`config.mk`:
```
export PLATFORM = sky130hd
export DESIGN_NAME = instr_fetch_unit
export DESIGN_NICKNAME = d
export VERILOG_FILES = /design/src/rtl/instr_fetch_unit.sv
export SDC_FILE = /design/constraint.sdc
export NUM_CORES = 1
export LEC_CHECK = 0
export BUFFER_PORTS_ARGS = -buffer_cell sky130_fd_sc_hd__buf_4
export CELL_PAD_IN_SITES_DETAIL_PLACEMENT = 0
export CELL_PAD_IN_SITES_GLOBAL_PLACEMENT = 1
export CORE_MARGIN = 2
export CORE_UTILIZATION = 42
export CTS_CLUSTER_SIZE = 28
export DETAILED_ROUTE_END_ITERATION = 12
export PLACE_DENSITY = 0.79
export SLEW_MARGIN = 0
export SYNTH_ARGS = -nofsm -noshare
export SYNTH_HDL_FRONTEND = slang
export SYNTH_SLANG_ARGS = --single-unit
export TNS_END_PERCENT = 20
```
`constraint.sdc`:
```
create_clock -name clk -period 3.3 [get_ports clk]
set_clock_uncertainty 0.05 [all_clocks]
set_input_delay 0.66 -clock clk [delete_from_list [all_inputs] [get_ports clk]]
set_output_delay 0.66 -clock clk [all_outputs]
set_load 0.01 [all_outputs]
```
`src/rtl/instr_fetch_unit.sv`:
```
// ---------------------------------------------------------------------------
// instr_fetch_unit
//   Two-stage instruction fetch front end feeding an in-order fetch queue.
//   F1 issues a word fetch from the pc register; F2 receives the instruction
//   one cycle later, asks the branch predictor about it and enqueues it.
//
// Ports
//   clk, rst_n              clock, asynchronous active-low reset
//   imem_req_o/imem_addr_o  fetch request and word address to instruction memory
//   imem_rdata_i            instruction word for the previous cycle's request
//   bp_pc_o/bp_pc_plus4_o/bp_instr_o  F2 instruction presented to the predictor
//   bp_valid_i/bp_taken_i/bp_target_i combinational prediction for bp_pc_o
//   redirect_valid_i/redirect_pc_i    back-end redirect (mispredict/exception)
//   fq_valid_o/fq_ready_i   valid-ready handshake towards decode
//   fq_pc_o/fq_instr_o/fq_pred_taken_o/fq_pred_target_o  head queue entry
// ---------------------------------------------------------------------------

// Checker: an enqueue into a full queue means the issue credit rule broke.
module instr_fetch_unit_chk (
    input logic clk,
    input logic rst_n,
    input logic enq_i,
    input logic full_i
);
    a_no_enq_when_full: assert property (@(posedge clk) disable iff (!rst_n)
        !(enq_i && full_i));
endmodule

module instr_fetch_unit #(
    parameter int unsigned                 ADDR_WIDTH = 32,
    parameter logic [ADDR_WIDTH-1:0]       RESET_PC   = {ADDR_WIDTH{1'b0}},
    parameter int unsigned                 FQ_DEPTH   = 4
) (
    input  logic                  clk,
    input  logic                  rst_n,
    // instruction memory
    output logic                  imem_req_o,
    output logic [ADDR_WIDTH-1:0] imem_addr_o,
    input  logic [31:0]           imem_rdata_i,
    // branch predictor
    output logic [ADDR_WIDTH-1:0] bp_pc_o,
    output logic [ADDR_WIDTH-1:0] bp_pc_plus4_o,
    output logic [31:0]           bp_instr_o,
    input  logic                  bp_valid_i,
    input  logic                  bp_taken_i,
    input  logic [ADDR_WIDTH-1:0] bp_target_i,
    // back-end redirect
    input  logic                  redirect_valid_i,
    input  logic [ADDR_WIDTH-1:0] redirect_pc_i,
    // fetch queue towards decode
    output logic                  fq_valid_o,
    input  logic                  fq_ready_i,
    output logic [ADDR_WIDTH-1:0] fq_pc_o,
    output logic [31:0]           fq_instr_o,
    output logic                  fq_pred_taken_o,
    output logic [ADDR_WIDTH-1:0] fq_pred_target_o
);

    localparam int unsigned PTR_W = (FQ_DEPTH > 1) ? $clog2(FQ_DEPTH) : 1;
    localparam int unsigned CNT_W = PTR_W + 1;

    localparam logic [CNT_W-1:0]      DEPTH_C    = CNT_W'(FQ_DEPTH);
    localparam logic [CNT_W-1:0]      CNT_ONE_C  = CNT_W'(1);
    localparam logic [PTR_W-1:0]      PTR_ONE_C  = PTR_W'(1);
    localparam logic [ADDR_WIDTH-1:0] FOUR_C     = ADDR_WIDTH'(4);
    // Clears the two byte-offset bits so pc always holds a word address.
    localparam logic [ADDR_WIDTH-1:0] ALIGN_MASK = ~(ADDR_WIDTH'(3));

    // F1/F2 pipeline state
    logic [ADDR_WIDTH-1:0] pc_q,       pc_d;
    logic                  f2_valid_q, f2_valid_d;
    logic [ADDR_WIDTH-1:0] f2_pc_q,    f2_pc_d;

    // queue control state
    logic [CNT_W-1:0]      fq_count_q, fq_count_d;
    logic [PTR_W-1:0]      wr_ptr_q,   wr_ptr_d;
    logic [PTR_W-1:0]      rd_ptr_q,   rd_ptr_d;

    // queue storage (contents only meaningful between rd_ptr and wr_ptr)
    logic [ADDR_WIDTH-1:0] mem_pc_q     [FQ_DEPTH];
    logic [31:0]           mem_instr_q  [FQ_DEPTH];
    logic                  mem_taken_q  [FQ_DEPTH];
    logic [ADDR_WIDTH-1:0] mem_target_q [FQ_DEPTH];

    logic                  pred_taken_s;
    logic                  issue_s;
    logic                  enq_s;
    logic                  deq_s;
    logic                  fq_full_s;
    logic [ADDR_WIDTH-1:0] f2_pc_plus4_s;
    logic [ADDR_WIDTH-1:0] enq_target_s;

    // Issue credit, prediction qualification and queue handshakes.
    always_comb begin
        f2_pc_plus4_s = f2_pc_q + FOUR_C;
        pred_taken_s  = f2_valid_q && bp_valid_i && bp_taken_i;
        // Counting the F2 slot as already occupied guarantees room for it.
        issue_s       = !redirect_valid_i &&
                        ((fq_count_q + CNT_W'(f2_valid_q)) < DEPTH_C);
        enq_s         = f2_valid_q && !redirect_valid_i;
        deq_s         = (fq_count_q != '0) && fq_ready_i && !redirect_valid_i;
        fq_full_s     = (fq_count_q == DEPTH_C);
        if (pred_taken_s) begin
            enq_target_s = bp_target_i;
        end else begin
            enq_target_s = f2_pc_plus4_s;
        end
    end

    // Next pc and F2 stage: redirect beats predicted-taken beats sequential.
    always_comb begin
        pc_d       = pc_q;
        f2_pc_d    = f2_pc_q;
        f2_valid_d = 1'b0;
        if (redirect_valid_i) begin
            pc_d = redirect_pc_i & ALIGN_MASK;
        end else if (pred_taken_s) begin
            pc_d = bp_target_i & ALIGN_MASK;
        end else if (issue_s) begin
            pc_d = pc_q + FOUR_C;
        end else begin
            pc_d = pc_q;
        end
        if (issue_s) begin
            f2_pc_d    = pc_q;
            // The fetch issued alongside a taken F2 is on the wrong path.
            f2_valid_d = !pred_taken_s;
        end else begin
            f2_pc_d    = f2_pc_q;
            f2_valid_d = 1'b0;
        end
    end

    // Queue pointer and occupancy next state; a redirect flushes everything.
    always_comb begin
        wr_ptr_d   = wr_ptr_q;
        rd_ptr_d   = rd_ptr_q;
        fq_count_d = fq_count_q;
        if (redirect_valid_i) begin
            wr_ptr_d   = '0;
            rd_ptr_d   = '0;
            fq_count_d = '0;
        end else begin
            if (enq_s) begin
                wr_ptr_d = wr_ptr_q + PTR_ONE_C;
            end else begin
                wr_ptr_d = wr_ptr_q;
            end
            if (deq_s) begin
                rd_ptr_d = rd_ptr_q + PTR_ONE_C;
            end else begin
                rd_ptr_d = rd_ptr_q;
            end
            case ({enq_s, deq_s})
                2'b10:   fq_count_d = fq_count_q + CNT_ONE_C;
                2'b01:   fq_count_d = fq_count_q - CNT_ONE_C;
                default: fq_count_d = fq_count_q;
            endcase
        end
    end

    // Pipeline and queue control registers.
    always_ff @(posedge clk or negedge rst_n) begin
        if (!rst_n) begin
            pc_q       <= RESET_PC;
            f2_valid_q <= 1'b0;
            f2_pc_q    <= '0;
            fq_count_q <= '0;
            wr_ptr_q   <= '0;
            rd_ptr_q   <= '0;
        end else begin
            pc_q       <= pc_d;
            f2_valid_q <= f2_valid_d;
            f2_pc_q    <= f2_pc_d;
            fq_count_q <= fq_count_d;
            wr_ptr_q   <= wr_ptr_d;
            rd_ptr_q   <= rd_ptr_d;
        end
    end

    // Queue storage write; no reset needed since occupancy gates the outputs.
    always_ff @(posedge clk) begin
        if (enq_s) begin
            mem_pc_q[wr_ptr_q]     <= f2_pc_q;
            mem_instr_q[wr_ptr_q]  <= imem_rdata_i;
            mem_taken_q[wr_ptr_q]  <= pred_taken_s;
            mem_target_q[wr_ptr_q] <= enq_target_s;
        end
    end

    // Output drive: head entry is forced to zero while the queue is empty.
    always_comb begin
        // Request is held low while reset is applied.
        imem_req_o    = issue_s && rst_n;
        imem_addr_o   = pc_q;
        bp_pc_o       = f2_pc_q;
        bp_pc_plus4_o = f2_pc_plus4_s;
        bp_instr_o    = imem_rdata_i;
        fq_valid_o    = (fq_count_q != '0);
        if (fq_count_q != '0) begin
            fq_pc_o          = mem_pc_q[rd_ptr_q];
            fq_instr_o       = mem_instr_q[rd_ptr_q];
            fq_pred_taken_o  = mem_taken_q[rd_ptr_q];
            fq_pred_target_o = mem_target_q[rd_ptr_q];
        end else begin
            fq_pc_o          = '0;
            fq_instr_o       = 32'h0000_0000;
            fq_pred_taken_o  = 1'b0;
            fq_pred_target_o = '0;
        end
    end

    instr_fetch_unit_chk u_chk (
        .clk    (clk),
        .rst_n  (rst_n),
        .enq_i  (enq_s),
        .full_i (fq_full_s)
    );

endmodule

```
### Word-level counts from Yosys, hierarchy flattened

Memories as Yosys holds them, arrays and structs flattened.
Index checks and enable logic that the tools add are counted.

| cells by class | value |
|---|---|
| $add $sub $neg | 7 |
| equal/unequal tests | 2 |
| mux-type cells | 17 |
| magnitude comparators | 1 |
| reductions and logical operators | 14 |

Operators with widths:

| kind | count |
|---|---|
| 32-bit two-way mux | 7 |
| 32-bit by 3-bit adder with 32-bit output (second input constant) | 2 |
| 3-bit nonzero test | 3 |
| 2-bit two-way mux | 4 |
| 1-bit logical AND | 7 |
| 3-bit one-hot mux with 2 select lines | 1 |
| 2-bit by 1-bit adder with 2-bit output (second input constant) | 2 |
| 1-bit two-way mux | 4 |
| 2-bit nonzero test | 2 |
| 3-bit by 1-bit adder with 3-bit output | 1 |
| 3-bit by 1-bit adder with 3-bit output (second input constant) | 1 |
| 3-bit less-than comparator (second input constant) | 1 |
| 3-bit two-way mux | 1 |
| 3-bit by 1-bit subtractor with 3-bit output (second input constant) | 1 |
| 2-bit by 1-bit == test with 1-bit output (second input constant) | 1 |
| 2-bit == test (second input constant) | 1 |
| 1-bit zero test | 2 |

| storage, ports and cells | value |
|---|---|
| logic and storage cells | 51 |
| input bits | 102 |
| register bits after elaboration | 72 |
| memories | 4 |
| output and inout bits | 227 |
| memory bits (writable) | 388 |

Memories:

| name | depth | width | rd ports | clocked after Yosys merged registers in | write ports | RTL line | RTL |
|---|---|---|---|---|---|---|---|
| mem_instr_q | 4 | 32 | 1 | 0 | 1 | 81 | `logic [31:0] mem_instr_q [FQ_DEPTH];` |
| mem_pc_q | 4 | 32 | 1 | 0 | 1 | 80 | `logic [ADDR_WIDTH-1:0] mem_pc_q [FQ_DEPTH];` |
| mem_target_q | 4 | 32 | 1 | 0 | 1 | 83 | `logic [ADDR_WIDTH-1:0] mem_target_q [FQ_DEPTH];` |
| mem_taken_q | 4 | 1 | 1 | 0 | 1 | 82 | `logic mem_taken_q [FQ_DEPTH];` |

### Logic depth before layout (Yosys ltp)

Gate-level depths: netlist (run 1).

| depth | value |
|---|---|
| word-level depth | 6 |
| depth in mapped cells | 9 |
| mapped depth without buffers | 7 |

### Least setup slack after synthesis (run 1)

No wires, ideal clock.

| timing path | value |
|---|---|
| path type | input to register |
| start | input redirect_valid_i |
| end | memory mem_instr_q[0][0], enable pin |
| stages | 4 |
| required time | 2785 ps |
| data arrival time | 3447 ps |
| path buffers | 2 |
| library setup time | 465 ps |
| slack | -662 ps |
| path through | clkbuf_1 clkbuf_1 nor2b_1 and2_1 |

| between the ends | value |
|---|---|
| word-level cells in the longest chain between the ends | 4 |

RTL lines:

| item | RTL line | RTL |
|---|---|---|
| start: declaration | 48 | `input logic redirect_valid_i,` |
| 1-bit zero test | 100 | `enq_s = f2_valid_q && !redirect_valid_i;` |
| 1-bit logical AND | 100 |  |
| 1-bit two-way mux | 183 | `if (enq_s) begin` |
| 1-bit two-way mux (implied by the code) | 185 | `mem_instr_q[wr_ptr_q] <= imem_rdata_i;` |
| end: declaration | 81 |  |

Every way passes these cells.

### Worst setup path in the final report (run 1)

| timing path | value |
|---|---|
| start | register f2_pc_q[4], in the netlist bp_pc_o[4] |
| end | output bp_pc_plus4_o[31] |

| between the ends | value |
|---|---|
| word-level cells in the longest chain between the ends | 1 |

RTL lines:

| item | RTL line | RTL |
|---|---|---|
| start: declaration | 72 | `logic [ADDR_WIDTH-1:0] f2_pc_q, f2_pc_d;` |
| start signal: assignment | 174 | `f2_pc_q <= f2_pc_d;` |
| 32-bit by 3-bit adder with 32-bit output | 95 | `f2_pc_plus4_s = f2_pc_q + FOUR_C;` |
| end: declaration | 42 | `output logic [ADDR_WIDTH-1:0] bp_pc_plus4_o,` |

Every way passes these cells.

==> results of run 1 <==
## stage by stage
step                worst slack, ns  area, µm²  std cells  power (µW)
floorplan                    -0.661      19400       1199       11500
finish                        0.111      24000       2145       20000
CTS                         0.00704      24000       2140       20200
detailed placement            0.568      22500       2054       15100
global placement              0.632      22500       2054       15000
global route                 0.0208      24000       2145       21000
## cell usage after synthesis (2+ instances only)
| cell type | number | share of area |
|---|---|---|
| a211o_1 | 4 | 0.0018 |
| a211oi_1 | 6 | 0.0023 |
| a21boi_0 | 3 | 0.0012 |
| a21o_1 | 2 | 0.00078 |
| a21oi_1 | 36 | 0.0093 |
| a221oi_1 | 2 | 0.00091 |
| a22oi_1 | 4 | 0.0016 |
| a2bb2oi_1 | 5 | 0.0023 |
| a31oi_1 | 3 | 0.00097 |
| and2_1 | 105 | 0.034 |
| and3_1 | 24 | 0.0078 |
| and4_1 | 5 | 0.0023 |
| buf_1 | 8 | 0.0016 |
| buf_2 | 6 | 0.0016 |
| buf_4 | 40 | 0.016 |
| clkbuf_1 | 49 | 0.0095 |
| dfrtp_1 | 68 | 0.088 |
| edfxtp_1 | 380 | 0.59 |
| ha_1 | 6 | 0.0039 |
| inv_1 | 11 | 0.0021 |
| mux2_2 | 39 | 0.023 |
| mux2i_1 | 6 | 0.0031 |
| mux4_2 | 95 | 0.11 |
| nand2_1 | 42 | 0.0082 |
| nand2b_1 | 5 | 0.0016 |
| nand3_1 | 32 | 0.0083 |
| nand4_1 | 13 | 0.0042 |
| nor2_1 | 64 | 0.012 |
| nor2b_1 | 2 | 0.00065 |
| nor3_1 | 12 | 0.0031 |
| nor4_1 | 7 | 0.0023 |
| o21ai_0 | 18 | 0.0047 |
| o21ba_2 | 7 | 0.0036 |
| o22ai_1 | 2 | 0.00065 |
| o31a_1 | 2 | 0.00091 |
| o41ai_1 | 3 | 0.0014 |
| or2_2 | 2 | 0.00065 |
| or3_1 | 6 | 0.0019 |
| xnor2_1 | 31 | 0.014 |
| xor2_1 | 16 | 0.0072 |
## critical path, stage by stage, from the launching register on
cell and delay (ns):
dfrtp_1 0.58, nand3_1 0.21, nor4_2 0.26, buf_4 0.26
nand4_1 0.14, xnor2_1 0.27, buf_4 0.18
## worst min path at each step
stage	slack, ns	cells after the start	from	to
floorplan	0.31	0	rst_n	bp_pc_o[10]
global placement	0.51	2	wr_ptr_q[1]	wr_ptr_q[1]
detailed placement	0.53	2	wr_ptr_q[1]	wr_ptr_q[1]
CTS	0.19	2	redirect_pc_i[2]	imem_addr_o[2]
global route	0.20	1	imem_rdata_i[0]	mem_instr_q[0][0]
finish	0.23	2	redirect_pc_i[2]	imem_addr_o[2]
## final cells by class
class	instances	area, µm²
fillers	3768	21400
flip-flops and latches	448	13100
multi-input cells	636	5700
repair buffers	362	2880
clock buffers	62	1290
well taps	600	751
clock inverters	24	211
inverters	12	45.0
diodes	1	2.50
## power breakdown
part           internal [µW]  total [µW]  switching (µW)
combinational           3350        6900            3550
sequential              7270        8050             773
clock                   2930        5100            2170
total                  13500       20000            6500
## repair_timing
action	CTS	global route
endpoints found under the setup margin	6	11
setup buffers	0	4
hold endpoints to repair	0	0
gates resized for setup	4	7
pin swaps	0	2
hold buffers	0	0
## cell families after synthesis
logic type | synth area share
flip-flops | 0.678
buffers and inverters | 0.0305
adder cells (fa/ha/maj) | 0.00492
multiplexers | 0.136
XOR/XNOR | 0.0213
AND/OR/NAND/NOR | 0.0911
other | 0.000194
AO/OA/AOI/OAI | 0.0376
## sequential cells by signal, indices dropped and copies added (netlist names)
signal	flops
fq_count_q	3
mem_taken_q	4
mem_instr_q	128
rd_ptr_q	2
mem_pc_q	120
wr_ptr_q	2
imem_addr_o	30
mem_target_q	128
bp_pc_o	30
f2_valid_q	1
## routing by layer
metal  vias up  routed length [µm]  global-route usage
met5         -                   0                   0
met1      5973               21900               0.299
li1       5176                   -                   -
met4         0                1290              0.0639
met2       420               22300               0.305
met3        81                3410              0.0418
==> reports/metrics.cfg, run 1 <==
[die]
core_mm2=0.0454
die_h_um=219
start_util=0.426
fp.dieW_um=219
ios=329
rows=78
dieArea_mm2=0.0478

[setup_path]
criticalPathCategory=flip-flop to output port
r2r-start=fq_count_q[1]
r2r_cells=7
arrival_ns=2.48
cp-start-kind=flip-flop
cp-end-kind=output port
cp-startpoint=bp_pc_o[4]
required_ns=2.59
crit_end=bp_pc_plus4_o[31]
r2r-end=fq_count_q[2]
reg2reg_slack_ns=0.65
cp_max_fo=10

[hold_path]
hp-class=input port to flip-flop

[route]
drt-initial-drc-count=829
vias=11700
routedWlPerCell_um=22.8
dr.pass1.iters=5
vias_per_cell=5.43
wl_mm=48.9
drcViolationCount=0
ant_nets=0

[clock_network]
clkTransAtPathRegs_ns=0.06
cts_root_buf=clkbuf_16
cts_tree=yes
cts_buffers=47
clkLatencyLatePin_ns=0.58
cts.sinks=448
cts.path.max_buffers=3
h-tree-depth=2

[timing]
period_needed_ns=3.19
report.final.setup_viol=0
hold_viol=0
timing.hold.ws_ns=0.234
fmax_mhz=314
fin_crit_sh=0.966
report.final.slew_viol_count=0
tightestPinTransition_ns=0.916
setup-tns-final_ns=0
rsz0062_at_grt=no
max-slew-margin-rel=0.389

[final_layout]
nets=1616
layout_common_cells=edfxtp_1 (380), buf_4 (349), and2_1 (101), mux4_2 (95), nor2_1 (63)
syn_to_final_growth_pct=24.2
final_layout_size_suffix_gt1_frac=0.390
finalCoreUtilization=0.529
layout_commonest_cell=edfxtp_1

[run_status]
status=finished clean

[flow_run]
maxCapViolCount=0

[power_and_ir_drop]
powerDensity_mw_per_mm2=835
ir_drop_mv=0.420
leakage_uw=0.00873

[synth]
ys.flop_type=edfxtp_1
synth-seq-cells=448
yosysSeqAreaShare=0.678
synth_edf_count=380
avgSynthCellArea_um2=16.2
synthesis.area_mm2=0.0193
netlist_instances=1192
yosysWarningCount=0
synthArstFlopShare=0.152
yosysUniqueCellTypes=61

[grt]
overflow=0
grt_pass1_vias=11600
grt_max_degree=69
grt_usage=0.204
antenna_found_initial=1
grt_pass1_wl_mm=72.2

[placement]
place_congestion=0.866
io_buffers=318
hpwl_mm=32.6

Power figures use the tool's default switching activity.
==> run 2, diff against run 1 <==
--- a/config.mk
+++ b/config.mk
@@ -5,7 +5,7 @@
 export SDC_FILE = /design/constraint.sdc
 export NUM_CORES = 1
 export LEC_CHECK = 0
-export BUFFER_PORTS_ARGS = -buffer_cell sky130_fd_sc_hd__buf_4
+export BUFFER_PORTS_ARGS = -buffer_cell sky130_fd_sc_hd__buf_2
 export CELL_PAD_IN_SITES_DETAIL_PLACEMENT = 0
 export CELL_PAD_IN_SITES_GLOBAL_PLACEMENT = 1
 export CORE_MARGIN = 2
==> constraint.sdc (replaced) <==
create_clock -name clk -period 3.3 [get_ports clk]
set_clock_uncertainty 0.05 [all_clocks]
set_input_delay 0.33 -clock clk [delete_from_list [all_inputs] [get_ports clk]]
set_output_delay 0.33 -clock clk [all_outputs]
set_load 0.01 [all_outputs]
==> run 2 against run 1 <==
Worst setup slack improved by 0.11 ns. Wire length rose by 2.0%. Non-clock buffer count increased by 52. Count of clock-buffer cells in the layout decreased by 6. Flip-flop and latch count unchanged. Die area unchanged. Largest cell class unchanged. Largest power group unchanged.
==> reports/metrics.cfg, run 2 (same netlist as run 1, synthesis figures left out) <==
[grt]
antenna_found_initial=3  ; +2
grt_pass1_wl_mm=73.7  ; +2.1%
overflow=0  ; unchanged
grt_max_degree=69  ; unchanged
grt_usage=0.208  ; +0.00408
grt_pass1_vias=11800  ; +1.6%

[timing]
max-slew-margin-rel=0.360  ; -0.0294
fmax_mhz=325  ; +3.7%
fin_crit_sh=0.932  ; -0.0346
rsz0062_at_grt=no
hold_viol=0  ; unchanged
report.final.setup_viol=0  ; unchanged
report.final.slew_viol_count=0  ; unchanged
tightestPinTransition_ns=0.960  ; +0.0441 ns
period_needed_ns=3.08  ; -0.114 ns

[clock_network]
h-tree-depth=2  ; unchanged
cts_buffers=47  ; unchanged
cts_setup_buffers=0  ; unchanged
cts_root_buf=clkbuf_16
cts_tree=yes
cts.path.max_buffers=3  ; unchanged
cts.sinks=448  ; unchanged
clkLatencyLatePin_ns=0.59  ; about the same
clkTransAtPathRegs_ns=0.06  ; about the same

[final_layout]
num-fill-cells=3789  ; +0.56%
regArea_mm2=0.0131  ; about the same
top_regs=mem_instr_q x128, mem_target_q x128, mem_pc_q x120
syn_to_final_growth_pct=22.9
finalCoreUtilization=0.524  ; -0.00565
layout_commonest_cell=edfxtp_1
final_layout_size_suffix_gt1_frac=0.370  ; -0.0200
layout_common_cells=edfxtp_1 (380), buf_2 (318), and2_1 (101), mux4_2 (95), dfrtp_1 (66)
multi_input_area_mm2=0.00569  ; -0.15%
instances_no_fill=2198  ; +2.5%
nets=1668  ; +3.2%

[route]
drt-initial-drc-count=932  ; +12%
wl_mm=49.9  ; +2.0%
vias=11900  ; +2.2%
vias_per_cell=5.41  ; -0.30%
ant_nets=0  ; unchanged
dr.pass1.iters=5  ; unchanged
routedWlPerCell_um=22.7  ; -0.47%
drcViolationCount=0  ; unchanged

[setup_path]
required_ns=2.92  ; +0.33 ns
cpMostUsedCell=nand4_1
crit_path_cell_trace=nand4_1 > nor4_2 > buf_4 > nand4_1 > xnor2_1 > buf_2
cp_max_fo=11  ; +1
arrival_ns=2.70  ; +0.22 ns
cp-end-kind=output port
cp-start-kind=flip-flop
max_stage_delay_ns=0.59  ; about the same
cp-startpoint=bp_pc_o[9]
criticalPathCategory=flip-flop to output port
r2r-start=imem_addr_o[9]
slowest_stage=dfrtp_1

[power_and_ir_drop]
comb_power_share=0.313  ; -0.031
seq_power_share=0.412  ; +0.011
ir_drop_mv=0.449  ; +7.1%
p_switching_uw=6470  ; -0.39%
clkPwrFrac=0.275  ; +0.021
sw_frac_of_total=0.331  ; +0.00666
power.internal_uw=13100  ; -3.4%
leakage_uw=0.00876  ; +0.39%
powerDensity_mw_per_mm2=823  ; -1.3%

[die]
rows=78  ; unchanged
die_h_um=219  ; unchanged
fp.dieW_um=219  ; unchanged
start_util=0.426  ; unchanged
dieArea_mm2=0.0478  ; unchanged
ios=329  ; unchanged
core_mm2=0.0454  ; unchanged

[placement]
io_buffers=318  ; unchanged
place_inst=2053  ; -0.049%
place_congestion=0.874  ; +0.85%
hpwl_mm=32.8  ; +0.44%

[flow_run]
maxCapViolCount=0  ; unchanged

[run_status]
status=finished clean

[hold_path]
hp-class=input port to flip-flop
worstHoldStart=redirect_pc_i[19]

==> run 2: layout make-up <==
cell class,count,share of cell area
well taps,600,0.0316
clock inverters,29,0.0146
inverters,12,0.00190
multi-input cells,636,0.240
clock buffers,56,0.0522
diodes,3,0.000316
flip-flops and latches,448,0.552
repair buffers,414,0.108
==> run 2: per-stage QoR <==
step	setup WS [ns]	hold WS, ns	instance area [µm²]	total power [µW]	TNS, ns
2_1_floorplan	-0.331	-0.0156	19400	11500	-31.44
4_1_cts	0.230	0.00650	23800	19800	0
5_1_grt	0.0173	0.0198	23800	20500	0
6_report	0.225	0.0412	23800	19600	0
3_5_place_dp	0.770	0.492	21600	14300	0
3_3_place_gp	0.814	0.485	21600	14200	0
==> run 2: what timing repair did <==
item	4_1_cts	5_1_grt
endpoints found under the setup margin	0	0
resized for setup	0	0
endpoints found under the hold margin	207	0
hold buffers	57	0
==> run 2: power by group through the flow <==
| stage | clock network [µW] | registers, µW | logic, µW |
|---|---|---|---|
| after CTS | 5510 | 8060 | 6230 |
| after global placement | 0 | 8110 | 6100 |
| after detailed placement | 0 | 8180 | 6150 |
| final | 5370 | 8060 | 6130 |
| after floorplan | 0 | 8000 | 3500 |
| after global routing | 5710 | 8170 | 6630 |
==> run 2: worst paths after layout <==
kind	end	slack [ns]	depth (start not counted)
setup / recovery	bp_pc_plus4_o[28]	0.22	6
hold / removal	imem_addr_o[19]	0.04	3
setup reg to reg	imem_addr_o[27]	0.54	6
hold reg to reg	wr_ptr_q[1]	0.56	2
max in group asynchronous	rd_ptr_q[0]	1.97	3
min in group asynchronous	imem_addr_o[22]	0.52	3
==> run 2: worst max-delay path, delay by kind of cell, from the launching register on <==
family	cells	cell delay (ns)
xor gates and xnor gates	1	0.23
buffers and inverters	2	0.45
DFF	1	0.59
and+or+nand+nor	3	0.82
==> run 2: per-layer routing <==
layer,GRT usage,part of all wire,vias up
met3,0.0430,0.068,59
li1,-,-,5288
met5,0,0,-
met4,0.0492,0.018,0
met2,0.325,0.47,449
met1,0.299,0.45,6106
==> run 3, diff against run 2 <==
--- a/config.mk
+++ b/config.mk
@@ -5,14 +5,16 @@
 export SDC_FILE = /design/constraint.sdc
 export NUM_CORES = 1
 export LEC_CHECK = 0
+export ABC_AREA = 1
 export BUFFER_PORTS_ARGS = -buffer_cell sky130_fd_sc_hd__buf_2
 export CELL_PAD_IN_SITES_DETAIL_PLACEMENT = 0
 export CELL_PAD_IN_SITES_GLOBAL_PLACEMENT = 1
+export CORE_ASPECT_RATIO = 2
 export CORE_MARGIN = 2
-export CORE_UTILIZATION = 42
+export CORE_UTILIZATION = 40
 export CTS_CLUSTER_SIZE = 28
 export DETAILED_ROUTE_END_ITERATION = 12
-export PLACE_DENSITY = 0.79
+export PLACE_DENSITY = 0.81
 export SLEW_MARGIN = 0
 export SYNTH_ARGS = -nofsm -noshare
 export SYNTH_HDL_FRONTEND = slang
==> run 3 against run 2 <==
Register-to-register slack better by 0.11 ns. First-iteration DRC count increased by 51%. Worst hold slack worse by 0.013 ns. Count of clock-buffer cells in the layout fell by 9. Via count increased by 34%. Utilization is 3.8 points lower. Critical path type unchanged. Non-clock buffer count is 7 lower. Combinational power up 18%. Synthesized cell count grew 72%. Die area grew 9.6%. Clock power shrank 8.2%.
==> reports/metrics.cfg, run 3 <==
[setup_path]
criticalPathCategory=flip-flop to output port
cp_max_fo=155  ; +144
arrival_ns=2.72  ; +0.02 ns
cpMostUsedCell=nor2_1
crit_buf_inv=3  ; +1
cp-end-kind=output port
reg2reg_slack_ns=0.65  ; +0.11 ns
required_ns=2.92  ; about the same
slowest_stage=buf_16
cp-start-kind=flip-flop
cp_top_family=buffers and inverters
max_stage_delay_ns=0.49  ; -0.10 ns
crit_path_cell_trace=buf_16 > buf_4 > nor2_1 > nor2_1 > o21ai_0 > a21oi_1 > buf_2

[timing]
timing.hold.ws_ns=0.0282  ; -0.0130 ns
tightestPinTransition_ns=0.833  ; -0.128 ns
report.final.setup_viol=0  ; unchanged
fin_crit_sh=0.941  ; +0.00867
report.final.slew_viol_count=0  ; unchanged
fmax_mhz=322  ; -0.92%
hold_viol=0  ; unchanged
period_needed_ns=3.10  ; +0.0286 ns
max-slew-margin-rel=0.443  ; +0.0830
rsz0062_at_grt=no

[synth]
yosysTopAreaCellShare=0.565  ; -0.0247
yosysMostFrequentCell=nor2_1
yosysTopAreaCell=edfxtp_1
synth_edf_count=380  ; unchanged
netlist_top_cells_count=nor2_1 (512), edfxtp_1 (380), nand2_1 (371)
synthArstFlopShare=0.152  ; unchanged
synthMuxAreaShare=0  ; -0.136
synth_top_family_by_area=simple AND/OR/NAND/NOR gates
synthXorXnorAreaFrac=0.00955  ; -0.0117
yosysSeqAreaShare=0.650  ; -0.0283
avgSynthCellArea_um2=9.87  ; -39%
ys.flop_type=edfxtp_1
netlist_instances=2045  ; +72%
synthesis.area_mm2=0.0202  ; +4.4%
synthAdderAreaFrac=0.00471  ; -0.000205
yosysWarningCount=0  ; unchanged
synth-compound-area-share=0.0913  ; +0.0537
yosys.area_share.simple=0.193  ; +0.102
synth-seq-cells=448  ; unchanged
yosysUniqueCellTypes=35  ; -43%
synthTopCellsByArea=edfxtp_1 (57%), nor2_1 (9.5%), dfrtp_1 (8.4%)

[clock_network]
clkTransAtPathRegs_ns=0.07  ; about the same
h-tree-depth=2  ; unchanged
cts_tree=yes
cts_root_buf=clkbuf_16
cts_buffers=40  ; -15%
clkLatencyLatePin_ns=0.57  ; -0.02 ns
cts.path.max_buffers=3  ; unchanged
cts.sinks=448  ; unchanged

[power_and_ir_drop]
ir_drop_mv=0.448  ; -0.38%
powerDensity_mw_per_mm2=841  ; +2.2%
leakage_uw=0.00972  ; +11%

[route]
dr.pass1.iters=5  ; unchanged
routedWlPerCell_um=21.8  ; -4.1%
wl_mm=66.2  ; +33%
ant_nets=0  ; unchanged
vias_per_cell=5.24  ; -3.3%
drcViolationCount=0  ; unchanged
drt-initial-drc-count=1408  ; +51%
vias=15900  ; +34%

[die]
start_util=0.404  ; -0.0219
rows=116  ; +49%
core_mm2=0.0499  ; +10%
fp.dieW_um=163  ; -26%
die_h_um=322  ; +47%
ios=329  ; unchanged
dieArea_mm2=0.0524  ; +9.6%

[final_layout]
nets=2468  ; +48%
instances_no_fill=3041  ; +38%
layout_common_cells=nor2_1 (508), edfxtp_1 (380), nand2_1 (371), buf_2 (318), o21ai_0 (242)
final_layout_size_suffix_gt1_frac=0.192  ; -0.178
finalCoreUtilization=0.486  ; -0.0380
num-fill-cells=4671  ; +23%
syn_to_final_growth_pct=20.1
layout_commonest_cell=nor2_1
top_regs=mem_instr_q x128, mem_target_q x128, mem_pc_q x120

[placement]
place_congestion=1.01  ; +15%
place_inst=2926  ; +43%
hpwl_mm=46.2  ; +41%
io_buffers=318  ; unchanged

[flow_run]
maxCapViolCount=0  ; unchanged

[grt]
antenna_found_initial=0  ; -3
overflow=0  ; unchanged
grt_pass1_vias=15800  ; +34%
grt_usage=0.251  ; +0.0434
grt_max_degree=156  ; +130%
grt_pass1_wl_mm=96.4  ; +31%

[hold_path]
hp-class=input port to flip-flop

[run_status]
status=finished clean

## run 3: cell count changes in the layout (fill, tap and decap cells not counted), sizes merged, moves of 24 or more
cell | previous run | this run
and2 | 105 | 2
and3 | 24 | 0
o21ai | 18 | 245
nor2 | 64 | 520
nand2 | 42 | 374
mux4 | 95 | 0
xnor2 | 31 | 4
inv | 14 | 83
a21oi | 36 | 112
nand3 | 33 | 66
mux2 | 39 | 0
## run 3: layout make-up
type | instances | area, µm² | share of cell area
Tap cell | 649 | 812 | 0.0335
Multi-Input combinational cell | 1382 | 6080 | 0.251
Sequential cell | 448 | 13100 | 0.541
Antenna cell | 1 | 2.50 | 0.000103
Clock buffer | 47 | 1060 | 0.0437
Inverter | 80 | 305 | 0.0126
Timing Repair Buffer | 407 | 2540 | 0.105
Clock inverter | 27 | 319 | 0.0132
## run 3: repair_timing
item	CTS	global route
gates resized for setup	0	1
hold buffers	40	0
buffers inserted	0	0
endpoints found under the setup margin	0	1
hold endpoints to repair	144	0
## run 3: logic make-up after synthesis
| kind of cell | after synthesis |
|---|---|
| AO/OA/AOI/OAI | 365 |
| buffers and inverters | 222 |
| AND/OR/NAND/NOR | 980 |
| adder cells (fa/ha/maj) | 7 |
| flip-flops | 448 |
| XOR/XNOR | 22 |
| other | 1 |
## run 3: path summary, 6_finish.rpt
check,startpoint,end,depth (start not counted)
setup / recovery,rd_ptr_q[0],fq_pred_target_o[0],7
hold / removal,bp_target_i[30],imem_addr_o[30],5
setup reg to reg,imem_addr_o[2],imem_addr_o[12],10
hold reg to reg,imem_addr_o[31],imem_addr_o[31],2
max in group asynchronous,rst_n,imem_addr_o[16],3
min in group asynchronous,rst_n,rd_ptr_q[0],2
## run 3: power by group
group / total [µW] / switching (µW) / internal [µW]
combinational: 7250 / 5050 / 2200
clock: 4930 / 2120 / 2800
sequential: 8230 / 924 / 7300
## run 3: metrics by stage
step	power, µW	area, µm²	setup TNS [ns]	worst slack [ns]
4_1_cts	20500	24200	0	0.125
6_report	20400	24200	0	0.196
5_1_grt	21400	24200	0	0.00298
2_1_floorplan	11800	20200	-252.35	-0.664
3_5_place_dp	15600	22500	0	0.765
3_3_place_gp	15400	22500	0	0.787
## run 3: worst min-delay path, cell delays in order
cell	delay (ns)
buf_2	0.09
a21oi_1	0.06
nand2_1	0.06
nand2_1	0.04
nand2_1	0.05
## run 3: metal layers
| metal | vias to the layer above | track usage | share of wire |
|---|---|---|---|
| met5 | - | 0 | 0 |
| met1 | 7631 | 0.269 | 0.35 |
| met2 | 674 | 0.442 | 0.51 |
| li1 | 7460 | - | - |
| met3 | 165 | 0.0412 | 0.064 |
| met4 | 0 | 0.183 | 0.081 |
